## src/rtl/noc_output_allocator.sv

```systemverilog
// Purpose: per-output switch allocator with wormhole locking and downstream credit tracking.
// Latency: req -> grant next cycle; pops start the same cycle the grant is visible; 1-cycle bubble between packets.
// Backpressure: pops stall when credits are 0 or the locked input has no flit; the lock is held with no timeout.
module noc_output_allocator #(
  parameter int NUM_INPUTS        = 5,
  parameter int FLIT_BUFFER_DEPTH = 1,
  parameter int CREDIT_WIDTH      = $clog2(FLIT_BUFFER_DEPTH + 1)
) (
  input  logic                    clk_noc,
  input  logic                    rst_noc_sync,
  input  logic [NUM_INPUTS-1:0]   req,
  input  logic [NUM_INPUTS-1:0]   flit_valid,
  input  logic [NUM_INPUTS-1:0]   is_tail,
  input  logic [NUM_INPUTS-1:0]   turn_disable,
  input  logic                    credit_in,
  output logic [NUM_INPUTS-1:0]   grant,
  output logic [NUM_INPUTS-1:0]   pop,
  output logic                    send_out,
  output logic [CREDIT_WIDTH-1:0] credits,
  output logic                    credit_err
);

  localparam int IDX_W = (NUM_INPUTS > 1) ? $clog2(NUM_INPUTS) : 1;
  localparam logic [CREDIT_WIDTH-1:0] CRED_MAX = CREDIT_WIDTH'(FLIT_BUFFER_DEPTH);
  localparam logic [IDX_W-1:0] LAST_IDX = IDX_W'(NUM_INPUTS - 1);

  typedef enum logic {IDLE, LOCKED} state_t;

  state_t                  state_q, state_d;
  logic [NUM_INPUTS-1:0]   grant_q, grant_d;
  logic [IDX_W-1:0]        g_idx_q, g_idx_d;
  logic [IDX_W-1:0]        rr_ptr_q, rr_ptr_d;
  logic [CREDIT_WIDTH-1:0] credits_q;
  logic                    credit_err_q;

  logic [NUM_INPUTS-1:0]   elig;
  logic [NUM_INPUTS-1:0]   pop_raw;
  logic                    tail_go;
  logic                    found;
  logic [IDX_W-1:0]        win;
  int                      idx;

  assign elig = req & ~turn_disable;

  // State register: lock state, granted input and round-robin pointer.
  always_ff @(posedge clk_noc) begin
    if (rst_noc_sync) begin
      state_q  <= IDLE;
      grant_q  <= '0;
      g_idx_q  <= '0;
      rr_ptr_q <= '0;
    end else begin
      state_q  <= state_d;
      grant_q  <= grant_d;
      g_idx_q  <= g_idx_d;
      rr_ptr_q <= rr_ptr_d;
    end
  end

  // Next state: round-robin pick from rr_ptr when idle, release on tail departure when locked.
  always_comb begin
    state_d  = state_q;
    grant_d  = grant_q;
    g_idx_d  = g_idx_q;
    rr_ptr_d = rr_ptr_q;
    pop_raw  = '0;
    tail_go  = 1'b0;
    found    = 1'b0;
    win      = '0;
    idx      = 0;
    case (state_q)
      IDLE: begin
        for (int k = 0; k < NUM_INPUTS; k++) begin
          idx = (int'(rr_ptr_q) + k) % NUM_INPUTS;
          if (!found && elig[idx]) begin
            found = 1'b1;
            win   = IDX_W'(idx);
          end
        end
        if (found) begin
          state_d = LOCKED;
          grant_d = {{(NUM_INPUTS-1){1'b0}}, 1'b1} << win;
          g_idx_d = win;
        end
      end
      LOCKED: begin
        // grant_q is one-hot, so this is only ever the locked input's bit.
        pop_raw = grant_q & flit_valid & {NUM_INPUTS{credits_q != '0}};
        tail_go = |(pop_raw & is_tail);
        if (tail_go) begin
          state_d  = IDLE;
          grant_d  = '0;
          rr_ptr_d = (g_idx_q == LAST_IDX) ? '0 : g_idx_q + 1'b1;
        end
      end
      default: begin
        state_d = IDLE;
        grant_d = '0;
      end
    endcase
  end

  // Dequeue strobes are suppressed while reset is held so nothing leaves a buffer being flushed.
  assign pop      = rst_noc_sync ? '0 : pop_raw;
  assign send_out = |pop;

  // Credit counter: a departing flit consumes a slot, a returned credit frees one, both cancel.
  always_ff @(posedge clk_noc) begin
    if (rst_noc_sync) begin
      credits_q    <= CRED_MAX;
      credit_err_q <= 1'b0;
    end else begin
      case ({send_out, credit_in})
        2'b10: credits_q <= credits_q - 1'b1;
        2'b01: begin
          if (credits_q == CRED_MAX) begin
            credit_err_q <= 1'b1;
          end else begin
            credits_q <= credits_q + 1'b1;
          end
        end
        default: credits_q <= credits_q;
      endcase
    end
  end

  assign grant      = grant_q;
  assign credits    = credits_q;
  assign credit_err = credit_err_q;

endmodule

```

## config.mk

```make
export PLATFORM = sky130hd
export DESIGN_NAME = noc_output_allocator
export DESIGN_NICKNAME = d
export VERILOG_FILES = /design/src/rtl/noc_output_allocator.sv
export SDC_FILE = /design/constraint.sdc
export NUM_CORES = 1
export LEC_CHECK = 0
export CAP_MARGIN = 20
export CORE_ASPECT_RATIO = 0.5
export CORE_MARGIN = 2
export CORE_UTILIZATION = 53
export CTS_BUF_LIST = sky130_fd_sc_hd__clkbuf_4 sky130_fd_sc_hd__clkbuf_8
export DETAILED_ROUTE_END_ITERATION = 6
export GPL_TIMING_DRIVEN = 1
export PLACE_DENSITY = 0.8
export SLEW_MARGIN = 40
export SYNTH_ARGS = -nofsm -noshare
export SYNTH_HDL_FRONTEND = slang
export SYNTH_SLANG_ARGS = --single-unit
export TNS_END_PERCENT = 5
```

## constraint.sdc

```tcl
create_clock -name clk_noc -period 5.6 [get_ports clk_noc]
set_input_delay 0.56 -clock clk_noc [delete_from_list [all_inputs] [get_ports clk_noc]]
set_output_delay 0.56 -clock clk_noc [all_outputs]
set_load 0.02 [all_outputs]
```

==> out/metrics.cfg, run 1 <==
[yosys]
syn_area_per_cell_um2=7.480
synth_edf_count=0
yosysUniqueCellTypes=71
syn_nets=361
ys_warn_count=0
synthCells=317
ys_seq_area_share_pct=11.82
async_flop_share_pct=0
synth_area_um2=2371
synthFlopType=dfxtp_1
synth-seq-cells=14

[power_and_ir_drop]
power_density_nw_per_um2=252.8
p_int_uw=377.3
leakagePower_nw=1.162
clockPowerShare_pct=13.7
ir_drop_uv=202.2
p_seq_share_pct=21.8
sw_frac_of_total_pct=46.77
p_switching_uw=331.6
power_frac_comb_pct=64.4

[drt]
viasPerCell=6.412
wl_um=6572
drc_errors=0
routedWlPerCell_um=16.23
ant_nets=0
drt_iter0_markers=173
dr.pass1.iters=4
via_count=2597

[global_route]
grt_max_degree=31
track_usage_pct=26.07
grt_pass1_vias=2504
grt_first_pass_wirelength_um=10940
overflow=0
antenna_found_initial=0

[critical_path]
cpMostUsedCell=ha_1
cp_num_buf_inv=4
regToRegStartpoint=rr_ptr_q[1]$_SDFFE_PP0P_
worstPathArrival_ps=5140
max_stage_delay_ps=410
critPathMaxFanout=11
r2r_end=grant[2]$_SDFFE_PP0P_
crit_path_start_kind=register
slowest_stage=dfxtp_1
reg2reg_slack_ps=600
cp.required_ps=5740
criticalPathCategory=reg -> reg
crit_family=simple AND/OR/NAND/NOR gates
reg2reg_depth=19
cp-end-kind=register
cp_cell_sequence=inv_2, ha_1, inv_1, ha_1, inv_1, ha_1, nor3_1, or3_1, nand2_1, ha_1, inv_1, o21ai_0, o32a_1, mux2_2, nor3b_2, nor2_1, a31oi_1, nand2_1, o31ai_1

[run]
cap_violations=0

[clocking]
clk_latency_ps=240
post_cts_resized=0
clock_sinks=14
cts_tree=done
clock_path_buffers=2
clockRootBuffer=clkbuf_8
clkTransAtPathRegs_ps=60
cts_setup_buffers=0
cts_made_buffers=3
cts_hold_buf=0
h-tree-depth=1

[worst_hold_path]
hold_class=reg -> reg
whs_endpoint=credit_err$_SDFFE_PP0P_
hold_start=credit_err$_SDFFE_PP0P_
holdPathStages=2

[placed_design]
place_congestion=0.9674
portBuffers=35
dp_hpwl_um=5158
place_ws_ps=715.9

[sta]
final.setup.tns_ps=0
rsz0062_at_grt=false
slew_violations=0
tightestPinTransition_ps=713.9
fin_crit_sh_pct=89.27
finalClockSkew_ps=1.471
slew_headroom_pct=52.40
finalSetupViolCount=0
clock.fmax_mhz=200.0
hold_viol=0
setup_ws_ps=600.8
period_needed_ps=4999

[floorplan]
io-pin-count=36
die_h_um=51.30
start_util_pct=54.64
row_count=17
die_area_um2=5057
core_um2=4339
die_x_um=98.59

[outcome]
status=finished clean

[cells_and_area]
fin_util_pct=64.62
diodes=0
mostFrequentLayoutCells=clkdlybuf4s50_1 (35), nor2_1 (24), nand2_1 (22)
fin_nets=393
final_common_cell=clkdlybuf4s50_1
drive_gt1_share_pct=8.908
syn_to_final_growth_pct=18.26

==> registers in the layout, indices dropped and copies added (netlist names) <==
register    cells
credit_err      1
grant           5
rr_ptr_q        3
credits         1
state_q         1
g_idx_q         3
==> area by class of cell <==
type | instances | area (µm²)
clock buffer | 4 | 55.05
multi-input combinational | 277 | 1971
sequential | 14 | 280.3
timing repair buffer | 38 | 370.4
fill | 395 | 1535
inverter | 15 | 56.30
tap | 57 | 71.32
==> routing by layer <==
| layer | vias to the layer above | share of wire [%] | wire length, µm | global-route usage [%] |
|---|---|---|---|---|
| met3 | 6 | 7.7 | 504 | 4.104 |
| met4 | 0 | 0.73 | 48 | 7.078 |
| met1 | 1217 | 45 | 2946 | 32.54 |
| li1 | 1279 | - | - | - |
| met2 | 95 | 47 | 3072 | 47.51 |
| met5 | - | 0 | 0 | 0 |
==> cell families (layout without fill, tap and decap cells) <==
family                     after synthesis  in the layout  synth area share (%)
adders and majority gates               21             21                 11.08
muxes                                   10             10                 5.382
xor gates and xnor gates                 6              6                 2.533
DFF                                     14             14                 11.82
buffers and inverters                   26             57                 5.066
and+or+nand+nor                        130            130                 30.19
AOI/OAI and AO/OA                      110            110                 33.93
==> how the worst max path moves through the flow <==
stage	cells past startpoint	to	from
global route	19	grant[2]$_SDFFE_PP0P_	rr_ptr_q[1]$_SDFFE_PP0P_
CTS	19	grant[2]$_SDFFE_PP0P_	rr_ptr_q[1]$_SDFFE_PP0P_
finish	19	grant[2]$_SDFFE_PP0P_	rr_ptr_q[1]$_SDFFE_PP0P_
global placement	19	grant[3]$_SDFFE_PP0P_	rr_ptr_q[1]$_SDFFE_PP0P_
detailed placement	19	grant[2]$_SDFFE_PP0P_	rr_ptr_q[1]$_SDFFE_PP0P_
floorplan	22	grant[1]$_SDFFE_PP0P_	rr_ptr_q[0]$_SDFFE_PP0P_
==> tightest hold or removal path: stages (launching register included) <==
cell and delay, ps:
dfxtp_1 330, a21oi_1 40, nor2_1 70
==> power by group through the flow <==
| stage | logic [mW] | clock network, mW | registers, mW |
|---|---|---|---|
| after global routing | 0.503 | 0.102 | 0.158 |
| after detailed placement | 0.446 | 0 | 0.155 |
| final | 0.457 | 0.0973 | 0.155 |
| after floorplan | 0.319 | 0 | 0.161 |
| after CTS | 0.450 | 0.0987 | 0.154 |
| after global placement | 0.432 | 0 | 0.155 |
==> synthesized netlist by cell type (all sizes together) (4+ instances only) <==
master   n  area (µm²)
nand3   13       65.06
o41ai    4       50.05
nor2    24       90.09
o21ai   20       100.1
and3     8       50.05
a211oi   9       67.56
xnor2    5       51.30
o211ai   6       45.04
nand4    6       37.54
mux2i    6       60.06
inv     15       56.30
clkbuf   5       18.77
dfxtp   14       280.3
buf      6       45.04
nor2b   10       70.06
a31oi    4       25.02
nand2   22       82.58
nand2b  13       81.33
nor3    13       81.33
o21a     5       45.04
or2      4       25.03
o311ai   4       42.55
ha      21       262.8
a21oi   23       122.6
o22ai    5       31.28
==> through the flow <==
stage | instances | hold WS (ps) | power (mW) | instance area (µm²)
2_1_floorplan | 317 | 458.4 | 0.4805 | 2371
3_3_place_gp | 400 | 455.3 | 0.5869 | 2744
3_5_place_dp | 400 | 460.5 | 0.6015 | 2744
4_1_cts | 404 | 486.3 | 0.7027 | 2799
5_1_grt | 405 | 542.8 | 0.7635 | 2804
6_report | 405 | 479.2 | 0.7090 | 2804
Note: power is estimated with default switching activity, not from simulation.
==> run 2: changes to the inputs <==
- CORE_UTILIZATION: 53 -> 25
- PLACE_DENSITY: 0.8 -> 0.39
==> run 2 against run 1 <==
Net effect:
- flip-flop and latch count is the same
- sequential power is essentially flat
- sequential share of layout area shrank 0.34 points
==> out/metrics.cfg, run 2 (synthesis results as in run 1) <==
[outcome]
status=finished clean

[sta]
rsz0062_at_grt=false
tightestPinTransition_ps=673.6  ; -40.33 ps
slew_headroom_pct=55.09  ; +2.7 points
fin_crit_sh_pct=88.21  ; -1.1 points
final.setup.tns_ps=0  ; unchanged
setup_ws_ps=660.0  ; +59.17 ps
finalSetupViolCount=0  ; unchanged
hold_viol=0  ; unchanged
period_needed_ps=4940  ; -59.17 ps
finalClockSkew_ps=2.302  ; +0.8312 ps
clock.fmax_mhz=202.4  ; +1.2%
slew_violations=0  ; unchanged

[clocking]
h-tree-depth=1  ; unchanged
clk_latency_ps=250  ; about the same
cts_tree=done
clock_sinks=14  ; unchanged
clkTransAtPathRegs_ps=60  ; about the same
cts_hold_buf=0  ; unchanged
cts_setup_buffers=0  ; unchanged
cts_made_buffers=3  ; unchanged
clock_path_buffers=2  ; unchanged
clockRootBuffer=clkbuf_8
post_cts_resized=0  ; unchanged

[global_route]
antenna_found_initial=0  ; unchanged
overflow=0  ; unchanged
track_usage_pct=15.35  ; -11 points
grt_first_pass_wirelength_um=12700  ; +16%
grt_max_degree=31  ; unchanged
grt_pass1_vias=2452  ; -2.1%

[floorplan]
die_h_um=72.87  ; +42%
start_util_pct=25.44  ; -29 points
die_area_um2=10330  ; +100%
die_x_um=141.7  ; +44%
row_count=25  ; +8
io-pin-count=36  ; unchanged
core_um2=9321  ; +110%

[power_and_ir_drop]
power_density_nw_per_um2=248.2  ; -1.8%
ir_drop_uv=128.7  ; -36%
leakagePower_nw=1.175  ; +1.1%
power_uw=720.3  ; +1.6%

[critical_path]
reg2reg_slack_ps=660  ; +60 ps
critPathMaxFanout=11  ; unchanged
cp.required_ps=5760  ; +20 ps
worstPathArrival_ps=5100  ; -40 ps
cp-end-kind=register
criticalPathCategory=reg -> reg
crit_path_start_kind=register

[drt]
via_count=2559  ; -1.5%
routedWlPerCell_um=16.02  ; -1.3%
dr.pass1.iters=4  ; unchanged
wl_um=7545  ; +15%
ant_nets=0  ; unchanged
drt_iter0_markers=246  ; +42%
viasPerCell=5.433  ; -15%
drc_errors=0  ; unchanged

[cells_and_area]
syn_to_final_growth_pct=22.37
mostFrequentLayoutCells=clkdlybuf4s50_1 (35), nor2_1 (24), nand2_1 (22)
diodes=0  ; unchanged
final_common_cell=clkdlybuf4s50_1
largest_reg_flops=5  ; unchanged
fin_util_pct=31.13  ; -33 points
drive_gt1_share_pct=9.429  ; +0.52 points
fillers=986  ; +150%
fin_nets=395  ; +0.51%

[placed_design]
dp_hpwl_um=6150  ; +19%
place_ws_ps=709.0  ; -6.907 ps
portBuffers=35  ; unchanged
place_congestion=0.8351  ; -14%

[run]
cap_violations=0  ; unchanged

[worst_hold_path]
hold_class=reg -> reg

run 2: cell count changes in the layout (fill, tap and decap cells not counted):
cell and change:
buf_2 -1, buf_4 +3
run 2: worst paths after layout:
kind / startpoint / end / cells past startpoint
setup / recovery: rr_ptr_q[1]$_SDFFE_PP0P_ / g_idx_q[1]$_SDFFE_PP0P_ / 19
hold / removal: g_idx_q[2]$_SDFFE_PP0P_ / g_idx_q[2]$_SDFFE_PP0P_ / 2
setup reg to reg: rr_ptr_q[1]$_SDFFE_PP0P_ / g_idx_q[1]$_SDFFE_PP0P_ / 19
hold reg to reg: g_idx_q[2]$_SDFFE_PP0P_ / g_idx_q[2]$_SDFFE_PP0P_ / 2
run 2: area by class of cell:
cell class                 count  area (µm²)  share of cell area (%)
multi-input combinational    277        1971                   67.92
timing repair buffer          40       387.9                   13.37
sequential                    14       280.3                   9.659
tap                          121       151.4                   5.218
inverter                      15       56.30                   1.940
clock buffer                   4       55.05                   1.897
run 2: critical path: stages (launching register included):
cell and delay [ps]:
dfxtp_1 410, inv_2 220, ha_1 340, inv_1 100, ha_1 350, inv_1 80
ha_1 200, nor3_1 360, or3_1 280, nand2_1 110, ha_1 240, inv_1 70
o21ai_0 70, o32a_1 410, mux4_2 370, o21ai_0 290, nand4_1 150, a221oi_1 390
a21oi_1 150, a211oi_1 250
run 2: power breakdown:
group          switching, mW  leakage (nW)  internal, mW
clock                 0.0381        0.0288        0.0623
combinational          0.271          1.03         0.191
sequential            0.0327         0.115         0.125
total                  0.342          1.18         0.378
run 2: through the flow:
step | std cells | hold WS [ps] | instance area (µm²)
floorplan | 317 | 458.4 | 2371
global placement | 466 | 471.2 | 2839
detailed placement | 467 | 473.5 | 2846
CTS | 471 | 488.6 | 2902
global route | 471 | 510.0 | 2902
finish | 471 | 487.6 | 2902
run 2: metal layers:
metal  vias up  routed length [µm]  track usage [%]
met5         -                   0                0
met4         0                  71            3.444
met3         6                 275            1.181
met2        58                3327            25.46
met1      1213                3871            21.99
li1       1282                   -                -
